<file path="config.mk">
export PLATFORM = sky130hd
export DESIGN_NAME = pwm_peripheral_flat
export DESIGN_NICKNAME = d
export VERILOG_FILES = /design/src/rtl/pwm_pkg.sv /design/src/rtl/pwm_peripheral_if.sv /design/src/rtl/pwm_timebase.sv /design/src/rtl/pwm_peripheral.sv /design/src/flat_wrapper.sv
export SDC_FILE = /design/constraint.sdc
export NUM_CORES = 1
export LEC_CHECK = 0
export CAP_MARGIN = 0
export CORE_ASPECT_RATIO = 0.5
export CORE_UTILIZATION = 24
export DETAILED_ROUTE_END_ITERATION = 10
export GPL_ROUTABILITY_DRIVEN = 0
export PLACE_DENSITY = 0.44
export REMOVE_ABC_BUFFERS = 1
export SYNTH_ARGS = -nofsm -noshare
export SYNTH_HDL_FRONTEND = slang
export SYNTH_SLANG_ARGS = --single-unit
</file>
<file path="constraint.sdc">
create_clock -name clk -period 3.3 [get_ports clk]
set_input_delay 0.66 -clock clk [delete_from_list [all_inputs] [get_ports clk]]
set_output_delay 0.66 -clock clk [all_outputs]
set_load 0.05 [all_outputs]
</file>
<file path="src/rtl/pwm_pkg.sv">
// Shared constants and the per-pin output select for the PWM peripheral.
package pwm_pkg;

  localparam int          PWM_CNT_W        = 8;
  localparam logic [7:0]  DUTY_FULL        = 8'hFF;
  localparam int          PRESCALE_DEFAULT = 12;

  // Disabled pins are low; enabled pins are either static high or follow the PWM level.
  function automatic logic pwm_pin(input logic en_out, input logic en_pwm, input logic level);
    return en_out ? (en_pwm ? level : 1'b1) : 1'b0;
  endfunction

endpackage

</file>
<file path="src/rtl/pwm_peripheral_if.sv">
// Configuration registers in, pin drives and period marker out.
interface pwm_peripheral_if;
  logic [7:0] en_reg_out_7_0;
  logic [7:0] en_reg_out_15_8;
  logic [7:0] en_reg_pwm_7_0;
  logic [7:0] en_reg_pwm_15_8;
  logic [7:0] pwm_duty_cycle;
  logic [7:0] uo_out;
  logic [7:0] uio_out;
  logic [7:0] uio_oe;
  logic       period_start;

  modport master (
    output en_reg_out_7_0, en_reg_out_15_8, en_reg_pwm_7_0, en_reg_pwm_15_8, pwm_duty_cycle,
    input  uo_out, uio_out, uio_oe, period_start
  );

  modport slave (
    input  en_reg_out_7_0, en_reg_out_15_8, en_reg_pwm_7_0, en_reg_pwm_15_8, pwm_duty_cycle,
    output uo_out, uio_out, uio_oe, period_start
  );
endinterface

</file>
<file path="src/rtl/pwm_timebase.sv">
// Prescaler, 8-bit period counter and shadowed duty; duty only moves at the 255->0 wrap.
module pwm_timebase
  import pwm_pkg::*;
#(
  parameter int PRESCALE = PRESCALE_DEFAULT,
  parameter int PRESC_W  = 16
) (
  input  logic                 clk,
  input  logic                 rst_n,
  input  logic [7:0]           duty_req,
  output logic [PWM_CNT_W-1:0] pwm_cnt,
  output logic [7:0]           duty_active,
  output logic                 period_start
);

  logic [PRESC_W-1:0] presc;
  logic               tick;
  logic               wrap;

  assign tick = (presc == PRESC_W'(PRESCALE - 1));
  assign wrap = tick && (pwm_cnt == {PWM_CNT_W{1'b1}});

  always_ff @(posedge clk or negedge rst_n) begin
    if (!rst_n) begin
      presc        <= '0;
      pwm_cnt      <= '0;
      duty_active  <= '0;
      period_start <= 1'b0;
    end else begin
      presc        <= tick ? '0 : presc + PRESC_W'(1);
      period_start <= wrap;
      if (tick)
        pwm_cnt <= pwm_cnt + PWM_CNT_W'(1);
      // Captured in the wrap cycle so the new duty covers the whole next period.
      if (wrap)
        duty_active <= duty_req;
    end
  end

endmodule

</file>
<file path="src/rtl/pwm_peripheral.sv">
// Drives 16 pins as static-low, static-high or PWM from the SPI-written enable and duty registers.
module pwm_peripheral
  import pwm_pkg::*;
#(
  parameter int PRESCALE = PRESCALE_DEFAULT,
  parameter int PRESC_W  = 16
) (
  input  logic             clk,
  input  logic             rst_n,
  pwm_peripheral_if.slave  bus
);

  logic [PWM_CNT_W-1:0] pwm_cnt;
  logic [7:0]           duty_active;
  logic                 pwm_level;
  logic [15:0]          en_out;
  logic [15:0]          en_pwm;
  logic [15:0]          pin_sel;
  logic [15:0]          pin_q;

  pwm_timebase #(
    .PRESCALE (PRESCALE),
    .PRESC_W  (PRESC_W)
  ) u_timebase (
    .clk          (clk),
    .rst_n        (rst_n),
    .duty_req     (bus.pwm_duty_cycle),
    .pwm_cnt      (pwm_cnt),
    .duty_active  (duty_active),
    .period_start (bus.period_start)
  );

  assign en_out = {bus.en_reg_out_15_8, bus.en_reg_out_7_0};
  assign en_pwm = {bus.en_reg_pwm_15_8, bus.en_reg_pwm_7_0};

  // 0xFF is forced fully on; a plain compare would leave one low count per period.
  assign pwm_level = (duty_active == DUTY_FULL) ? 1'b1 : (pwm_cnt < duty_active);

  always_comb begin
    pin_sel = '0;
    for (int i = 0; i < 16; i++)
      pin_sel[i] = pwm_pin(en_out[i], en_pwm[i], pwm_level);
  end

  always_ff @(posedge clk or negedge rst_n) begin
    if (!rst_n)
      pin_q <= '0;
    else
      pin_q <= pin_sel;
  end

  assign bus.uo_out  = pin_q[7:0];
  assign bus.uio_out = pin_q[15:8];
  assign bus.uio_oe  = 8'hFF;

endmodule
</file>
<file path="src/flat_wrapper.sv">
// flat-port wrapper written by rule: the top's interface ports become plain ports
module pwm_peripheral_flat import pwm_pkg::*;
#(
  parameter int PRESCALE = PRESCALE_DEFAULT,
  parameter int PRESC_W  = 16
)
  (clk, rst_n, bus_en_reg_out_7_0, bus_en_reg_out_15_8, bus_en_reg_pwm_7_0, bus_en_reg_pwm_15_8, bus_pwm_duty_cycle, bus_uo_out, bus_uio_out, bus_uio_oe, bus_period_start);
  pwm_peripheral_if bus_i ();
  input  logic clk;
  input  logic rst_n;
  input wire logic [$bits(bus_i.en_reg_out_7_0)-1:0] bus_en_reg_out_7_0;
  input wire logic [$bits(bus_i.en_reg_out_15_8)-1:0] bus_en_reg_out_15_8;
  input wire logic [$bits(bus_i.en_reg_pwm_7_0)-1:0] bus_en_reg_pwm_7_0;
  input wire logic [$bits(bus_i.en_reg_pwm_15_8)-1:0] bus_en_reg_pwm_15_8;
  input wire logic [$bits(bus_i.pwm_duty_cycle)-1:0] bus_pwm_duty_cycle;
  output wire logic [$bits(bus_i.uo_out)-1:0] bus_uo_out;
  output wire logic [$bits(bus_i.uio_out)-1:0] bus_uio_out;
  output wire logic [$bits(bus_i.uio_oe)-1:0] bus_uio_oe;
  output wire logic [$bits(bus_i.period_start)-1:0] bus_period_start;
  assign bus_i.en_reg_out_7_0 = bus_en_reg_out_7_0;
  assign bus_i.en_reg_out_15_8 = bus_en_reg_out_15_8;
  assign bus_i.en_reg_pwm_7_0 = bus_en_reg_pwm_7_0;
  assign bus_i.en_reg_pwm_15_8 = bus_en_reg_pwm_15_8;
  assign bus_i.pwm_duty_cycle = bus_pwm_duty_cycle;
  assign bus_uo_out = bus_i.uo_out;
  assign bus_uio_out = bus_i.uio_out;
  assign bus_uio_oe = bus_i.uio_oe;
  assign bus_period_start = bus_i.period_start;
  pwm_peripheral #(.PRESCALE(PRESCALE), .PRESC_W(PRESC_W)) u_core (.clk(clk), .rst_n(rst_n), .bus(bus_i));
endmodule
</file>
* Yosys cells after proc, flatten, opt, wreduce, memory -nomap -nowiden
Cells that the tools add are included.
** Storage, ports and cells
- Flip-flop bits (word level) :: 49
- Input port bits :: 42
- Word-level logic and storage cells :: 46
- Output and inout bits :: 25
** Cells by class
- Equality and inequality tests :: 3
- Reductions and logical operators :: 1
- Muxes and demuxes :: 34
- $lt $le $gt $ge :: 1
- $add $sub $neg :: 2
** Operators with widths (count)
- $mux W1 :: 33
- $add A16 B1 Y16 const B :: 1
- $eq A16 B4 Y1 const B :: 1
- $eq A8 B8 Y1 const B :: 2
- $mux W16 :: 1
- $add A8 B1 Y8 const B :: 1
- $lt A8 B8 Y1 :: 1
- $logic_and A1 B1 Y1 :: 1

* Depth between registers and ports, before layout
Gate-level depths: netlist of the first run.
- Depth after elaboration :: 4
- Mapped depth :: 7
- Mapped depth without buffers :: 6

* Hierarchy
Synthesis of the first run repeated with hierarchy kept, for this count alone.
** Unflattened totals
- Cells, all modules :: 187
- Area total of the unflattened synthesis :: 2297.2 um^2
** By module, submodules not included
- pwm_timebase :: instances 1, cells each 118, area each 1442.6 um^2, sequential area each 825.8 um^2
- pwm_peripheral :: instances 1, cells each 69, area each 854.6 um^2, sequential area each 400.4 um^2

* Worst setup path before layout of the first run
No wires, ideal clock.
- Path kind :: register -> register
- Start :: register u_core.u_timebase.pwm_cnt[6]
- End :: register u_core.pin_q[10]
- Stages on the path, launching flop included :: 7
- Buffers on the path :: 1
- Period minus slack after synthesis :: 1715 ps
- Setup time :: 127 ps
- Arrival time :: 1588 ps
- Data required time :: 3173 ps
- Setup slack :: 1585 ps
- Cell sequence :: dfrtp_1 > ha_1 > and4_1 > o21ai_0 > o32ai_2 > buf_6 > a21boi_0
** On the way
- Cells in the longest elaborated chain, start to end :: 4
** RTL lines
- from (decl) :: RTL line pwm_timebase.sv:11 : output logic [PWM_CNT_W-1:0] pwm_cnt,
- from (signal assigned) :: RTL line pwm_timebase.sv:33 : pwm_cnt <= pwm_cnt + PWM_CNT_W'(1);
- $lt A8 B8 Y1 :: RTL line pwm_peripheral.sv:37 : assign pwm_level = (duty_active == DUTY_FULL) ? 1'b1 : (pwm_cnt < duty_active);
- $mux W1 :: RTL line pwm_peripheral.sv:37
- $mux W1 (2 in a row) :: RTL line pwm_pkg.sv:10 : return en_out ? (en_pwm ? level : 1'b1) : 1'b0;
- net u_core.pin_sel[10] :: RTL line pwm_peripheral.sv:18 : logic [15:0] pin_sel;
- to (signal assigned) :: RTL line pwm_peripheral.sv:49 : pin_q <= pin_sel;
- to (decl) :: RTL line pwm_peripheral.sv:19 : logic [15:0] pin_q;
The timed path passes the listed nets, and every way through them passes these cells.
A chain may end at the register's enable or synchronous reset.

* Worst setup path after layout of the first run
- Start :: register u_core.u_timebase.pwm_cnt[6]
- End :: register u_core.pin_q[6]
The elaborated chain is that of the path after synthesis.

==> results.tsv, run 1 <==
metric	value	unit
hold_class	input pin to async pin	
cts_resized	0	
syn_avg_cell_area	12.21	µm²
finalWirelength	5.177	mm
grt_antenna_before_repair	0	
synth.distinct_cells	33	
async_flop_share	100.0	%
p_int	1.041	mW
ant_nets	0	
setup_tns	0	ns
cp_top_family	compound AO/OA/AOI/OAI gates	
seq_area_frac_synth	53.41	%
io_pins	67	
cts_buffers	5	
worst_pin_slew	0.9817	ns
fin_util	34.88	%
cts.htree.levels	2	
drive_gt1_share	11.55	%
clock_skew	0.009209	ns
routed_via_density	4.304	
post-synth-top-area-cell	dfrtp_1	
ys_ff_latch	49	
num_antenna_cells	0	
numPortBuffers	58	
num_vias	1584	
power	1.352	mW
synth_top_area_share	53.41	%
grt_overflow	0	
seq_power_share	46.0	%
path_buf_inv	0	
synth_most_common_cell	dfrtp_1	
post_cts_buffers	0	
netlist_instances	188	
power.share.switching	23.05	%
slowest_delay	0.86	ns
peakVddDrop	0.1601	mV
path_cells	ha_1 -> and4_1 -> o21ai_0 -> o32ai_2 -> a21boi_0	
start_util	25.57	%
power_frac_comb	12.0	%
critPathSlowestCell	o32ai_2	
outcome	finished, final reports clean	
setup_violations	0	
die_w	140.3	µm
syn_to_final_growth	36.40	%
power_leakage	1.377	nW
hold_buffers	0	
post_drt_wl_per_cell	14.07	µm
die_area	9985	µm²
synthFlopType	dfrtp_1	
finalHoldViolCount	0	
worstPathRequired	3.42	ns
period_minus_slack	2.298	ns
worstSetupPathType	flop to flop	
rsz0062_at_grt	no	
cts_buffer_depth	2	
p_clk_share	41.9	%
power_density	431.8	nW/µm²
grt_pass1_vias	1682	
yosysWarnings	0	
crit_path_max_fanout	16	
cts.sinks	49	
cts_tree	done	
grt_max_degree	35	
nFillCells	902	
synthTopCellsByArea	dfrtp_1, a21boi_0, ha_1, mux2_2, xnor2_1	
grt_usage	11.42	%
drv_cap	0	
drtIter0Drc	68	
dpl.hpwl	3.990	mm
synth_edf_count	0	
start_kind	flop	
p_sw	311.7	µW
cts_root_buf	clkbuf_16	
worst_ep_arrival_time	2.42	ns
row_count	24	
route.detailed.drc	0	
core_region_area	8979	µm²
syn_area	2296	µm²
crit_path_end_kind	flop	
seq_area	1226	µm²
die_y	71.16	µm
period_share	69.63	%
relSlewSlack	34.55	%
clk_latency	0.29	ns
synth.top_cells.by_count	dfrtp_1, a21boi_0, xnor2_1, mux2_2, nor2_1	
first_pass_iters	4	
clk_pin_slew	0.07	ns
multiInputGateArea	978.4	µm²
maxSlewViolCount	0	
nNetsFinal	302	
timing.fmax	0.4352	GHz
grt_pass1_wl	8.638	mm
-- cells in the final DEF (no fill, tap or decap), drive strengths merged, types with 5 or more instances in the layout --
cell / count
clkdlybuf4s50: 57
dfrtp: 49
a21boi: 16
xnor2: 11
nor2: 10
mux2: 10
xor2: 9
ha: 9
nand3: 9
inv: 8
nand2: 8
conb: 8
nand4: 8
nor3: 6
nor4: 6
clkbuf: 5
-- state kept, by name, indices dropped and copies added, names as in the netlist --
name / count
u_core.u_timebase.presc: 16
u_core.u_timebase.pwm_cnt: 8
u_core.u_timebase.period_start: 1
u_core.u_timebase.duty_active: 8
u_core.pin_q: 16
-- per-layer routing --
metal	share of wire, %	track usage [%]	wire (µm)
met5	0	0	0
met4	1.2	4.029	63
met3	2.5	2.844	127
met2	50	20.22	2582
met1	46	13.64	2403
-- worst paths after layout --
| kind | startpoint | end | slack [ns] | cells after the start |
|---|---|---|---|---|
| max | u_core.u_timebase.pwm_cnt[6]$_DFFE_PN0N_ | u_core.pin_q[6]$_DFF_PN0_ | 1.00 | 5 |
| min | rst_n | u_core.pin_q[7]$_DFF_PN0_ | 0.44 | 1 |
| max reg2reg | u_core.u_timebase.pwm_cnt[6]$_DFFE_PN0N_ | u_core.pin_q[6]$_DFF_PN0_ | 1.00 | 5 |
| min reg2reg | u_core.u_timebase.presc[15]$_DFF_PN0_ | u_core.u_timebase.presc[15]$_DFF_PN0_ | 0.51 | 1 |
| max in group asynchronous | rst_n | u_core.u_timebase.pwm_cnt[4]$_DFFE_PN0N_ | 2.22 | 2 |
| min in group clk | u_core.u_timebase.presc[15]$_DFF_PN0_ | u_core.u_timebase.presc[15]$_DFF_PN0_ | 0.51 | 1 |
-- cell type report --
class | count | share of cell area, %
timing repair buffer | 60 | 18.86
inverter | 8 | 0.9589
clock inverter | 2 | 1.119
multi-input combinational | 127 | 31.24
tap | 117 | 4.674
clock buffer | 5 | 3.995
sequential | 49 | 39.15
-- metrics by stage --
step	instance area, µm²	hold slack [ns]	worst slack (ns)	std cells
3_3_place_gp	2972	0.4977	1.023	361
2_1_floorplan	2235	0.3644	1.492	184
4_1_cts	3132	0.4803	0.8914	368
3_5_place_dp	2972	0.4950	0.8833	361
6_report	3132	0.4417	1.002	368
5_1_grt	3132	0.5144	0.6799	368
-- cells by family after synthesis --
group                    Yosys count  synth area share (%)
AND/OR/NAND/NOR                   57                 15.20
flip-flops                        49                 53.41
AO/OA/AOI/OAI                     23                 8.665
XOR/XNOR                          20                 7.630
buffers and inverters             19                 5.122
multiplexers                      10                 4.905
adder cells (fa/ha/maj)            9                 4.905
other                              1                0.1633
-- power groups by stage --
stage          clock network, mW  logic [mW]  registers (mW)
6_report                   0.567       0.163           0.623
5_1_grt                    0.614       0.173           0.624
4_1_cts                    0.588       0.165           0.622
3_5_place_dp                   0       0.165           0.634
3_3_place_gp                   0       0.164           0.634
2_1_floorplan                  0      0.0405           0.670
(Power assumes the default switching activity.)
==> inputs of run 2 (changes only) <==
PLACE_DENSITY = 0.46   (was 0.44)
clock period = 1.9 ns   (was 3.3 ns; I/O delays follow)
==> run 2 against run 1 <==
Effect of this change:
- wire length is essentially flat
- combinational power grew 82%
- sequential share of layout area shrank 1.7 points
- critical endpoint is now u_core.pin_q[12]$_DFF_PN0_
- clock skew grew 0.00095 ns
==> results.tsv, run 2 (synthesized netlist as in run 1, its figures left out) <==
metric	value	unit	change
clock_skew	0.01016	ns	+0.0009471 ns
cts.htree.levels	2		unchanged
clk_latency	0.29	ns	about the same
start_util	25.57	%	unchanged
dp_cells	367		+1.7%
cts_buffer_depth	2		unchanged
cts_buffers	5		unchanged
place_area	3022	µm²	+1.7%
hold_class	input pin to async pin		
cts_tree	done		
power.share.switching	24.39	%	+1.3 points
num_antenna_cells	0		unchanged
power_frac_comb	13.3	%	+1.3 points
route.detailed.drc	0		unchanged
start_kind	flop		
finalHoldViolCount	0		unchanged
grt_pass1_wl	8.507	mm	-1.5%
hold_buffers	0		unchanged
worst_ep_arrival_time	1.99	ns	-0.43 ns
p_sw	544.7	µW	+75%
worstSetupPathType	flop to flop		
layout_common_cells	clkdlybuf4s50_1, dfrtp_1, buf_4, a21boi_0, xnor2_1		
worst_pin_slew	0.5247	ns	-0.4570 ns
instances_no_fill	384		+4.3%
cts.sinks	49		unchanged
peakVddDrop	0.2870	mV	+79%
finalWorstSetupSlack	0.09726	ns	-0.9050 ns
post_drt_wl_per_cell	13.47	µm	-4.2%
io_pins	67		unchanged
design_area	3277	µm²	+4.6%
rr_startpoint	u_core.u_timebase.pwm_cnt[1]$_DFFE_PN0N_		
cts_root_buf	clkbuf_16		
seq_power_share	48.4	%	+2.4 points
die_w	140.3	µm	unchanged
grt_pass1_vias	1750		+4.0%
power_density	681.5	nW/µm²	+58%
period_minus_slack	1.803	ns	-0.4950 ns
finalWirelength	5.173	mm	about the same
power_leakage	1.455	nW	+5.6%
core_region_area	8979	µm²	unchanged
grt_antenna_before_repair	0		unchanged
grt_usage	11.06	%	-0.36 points
dpl.hpwl	3.754	mm	-5.9%
outcome	finished, final reports clean		
routed_via_density	4.302		about the same
worstPathRequired	2.09	ns	-1.33 ns
ant_nets	0		unchanged
crit_path_start	u_core.u_timebase.pwm_cnt[1]$_DFFE_PN0N_		
die_area	9985	µm²	unchanged
layout_commonest_cell	clkdlybuf4s50_1		
syn_to_final_growth	42.72	%	
nNetsFinal	317		+5.0%
clk_pin_slew	0.07	ns	about the same
nFillCells	889		-1.4%
power	2.233	mW	+65%
grt_overflow	0		unchanged
drv_cap	0		unchanged
preCtsSetupSlack	-0.007075	ns	-0.8903 ns
setup_violations	0		unchanged
maxSlewViolCount	0		unchanged
relSlewSlack	64.91	%	+30 points
period_share	94.88	%	+25 points
grt_max_degree	50		+43%
crit_path_max_fanout	8		-8
num_vias	1652		+4.3%
top_regs	u_core.pin_q: 16 flops, u_core.u_timebase.presc: 16 flops		
fin_util	36.50	%	+1.6 points
drtIter0Drc	108		+59%
crit_path_end_kind	flop		
numPortBuffers	58		unchanged
row_count	24		unchanged
first_pass_iters	4		unchanged
die_y	71.16	µm	unchanged
timing.fmax	0.5547	GHz	+27%
p_clk_share	38.4	%	-3.5 points
p_int	1.689	mW	+62%
drive_gt1_share	19.10	%	+7.5 points
## run 2: changes by cell type in the layout (fill, tap and decap cells not counted), sizes merged
| cell | change |
|---|---|
| buf | +18 |
| clkbuf | +1 |
| bufinv | -1 |
| clkdlybuf4s50 | -3 |
| clkinv | +1 |
## run 2: cell type report
| type | count | area, µm² | area share, % |
|---|---|---|---|
| clock buffer | 6 | 128.9 | 3.933 |
| tap | 117 | 146.4 | 4.467 |
| sequential | 49 | 1226 | 37.42 |
| clock inverter | 2 | 10.01 | 0.3055 |
| timing repair buffer | 75 | 715.7 | 21.84 |
| inverter | 8 | 30.03 | 0.9164 |
| multi-input combinational | 127 | 1020 | 31.12 |
## run 2: per-layer routing
layer | global-route usage [%] | vias up | routed length, µm
met1 | 14.09 | 821 | 2457
met3 | 2.640 | 5 | 148
met4 | 3.785 | 0 | 51
met5 | 0 | - | 0
met2 | 18.61 | 25 | 2516
li1 | - | 801 | -
## run 2: path summary, 6_finish.rpt
path | to | slack (ns) | cells after the start
max in group asynchronous | u_core.u_timebase.pwm_cnt[0]$_DFFE_PN0N_ | 1.60 | 2
min | u_core.u_timebase.presc[6]$_DFF_PN0_ | 0.08 | 2
max | u_core.pin_q[12]$_DFF_PN0_ | 0.1 | 6
min reg2reg | u_core.u_timebase.presc[15]$_DFF_PN0_ | 0.50 | 1
max reg2reg | u_core.pin_q[12]$_DFF_PN0_ | 0.1 | 6
min in group clk | u_core.u_timebase.presc[15]$_DFF_PN0_ | 0.50 | 1
## run 2: stage by stage
stage / hold slack, ns / TNS (ns)
6_report: 0.07817 / 0
4_1_cts: 0.08100 / 0
5_1_grt: 0.1024 / -0.03005
3_3_place_gp: 0.3920 / 0
2_1_floorplan: 0.08441 / 0
3_5_place_dp: 0.3938 / -0.009748
## run 2: power groups by stage
| stage | clock (mW) | sequential, mW | combinational (mW) |
|---|---|---|---|
| floorplan | 0 | 1.16 | 0.0704 |
| detailed placement | 0 | 1.10 | 0.288 |
| finish | 0.857 | 1.08 | 0.296 |
| global route | 0.934 | 1.08 | 0.317 |
| global placement | 0 | 1.10 | 0.285 |
| CTS | 0.903 | 1.08 | 0.290 |
## run 2: worst max-delay path: stages, from the launching register on
cell,delay [ns]
dfrtp_1,0.44
ha_1,0.33
a2111oi_4,0.33
o32ai_2,0.11
buf_4,0.16
buf_6,0.13
a21boi_0,0.20
## run 2: repair_timing
action                     4_1_cts  5_1_grt
setup buffers                    0        8
setup endpoints to repair        8       24
resized for setup                1        8
cloned                           0        1
pin swaps                        0        1
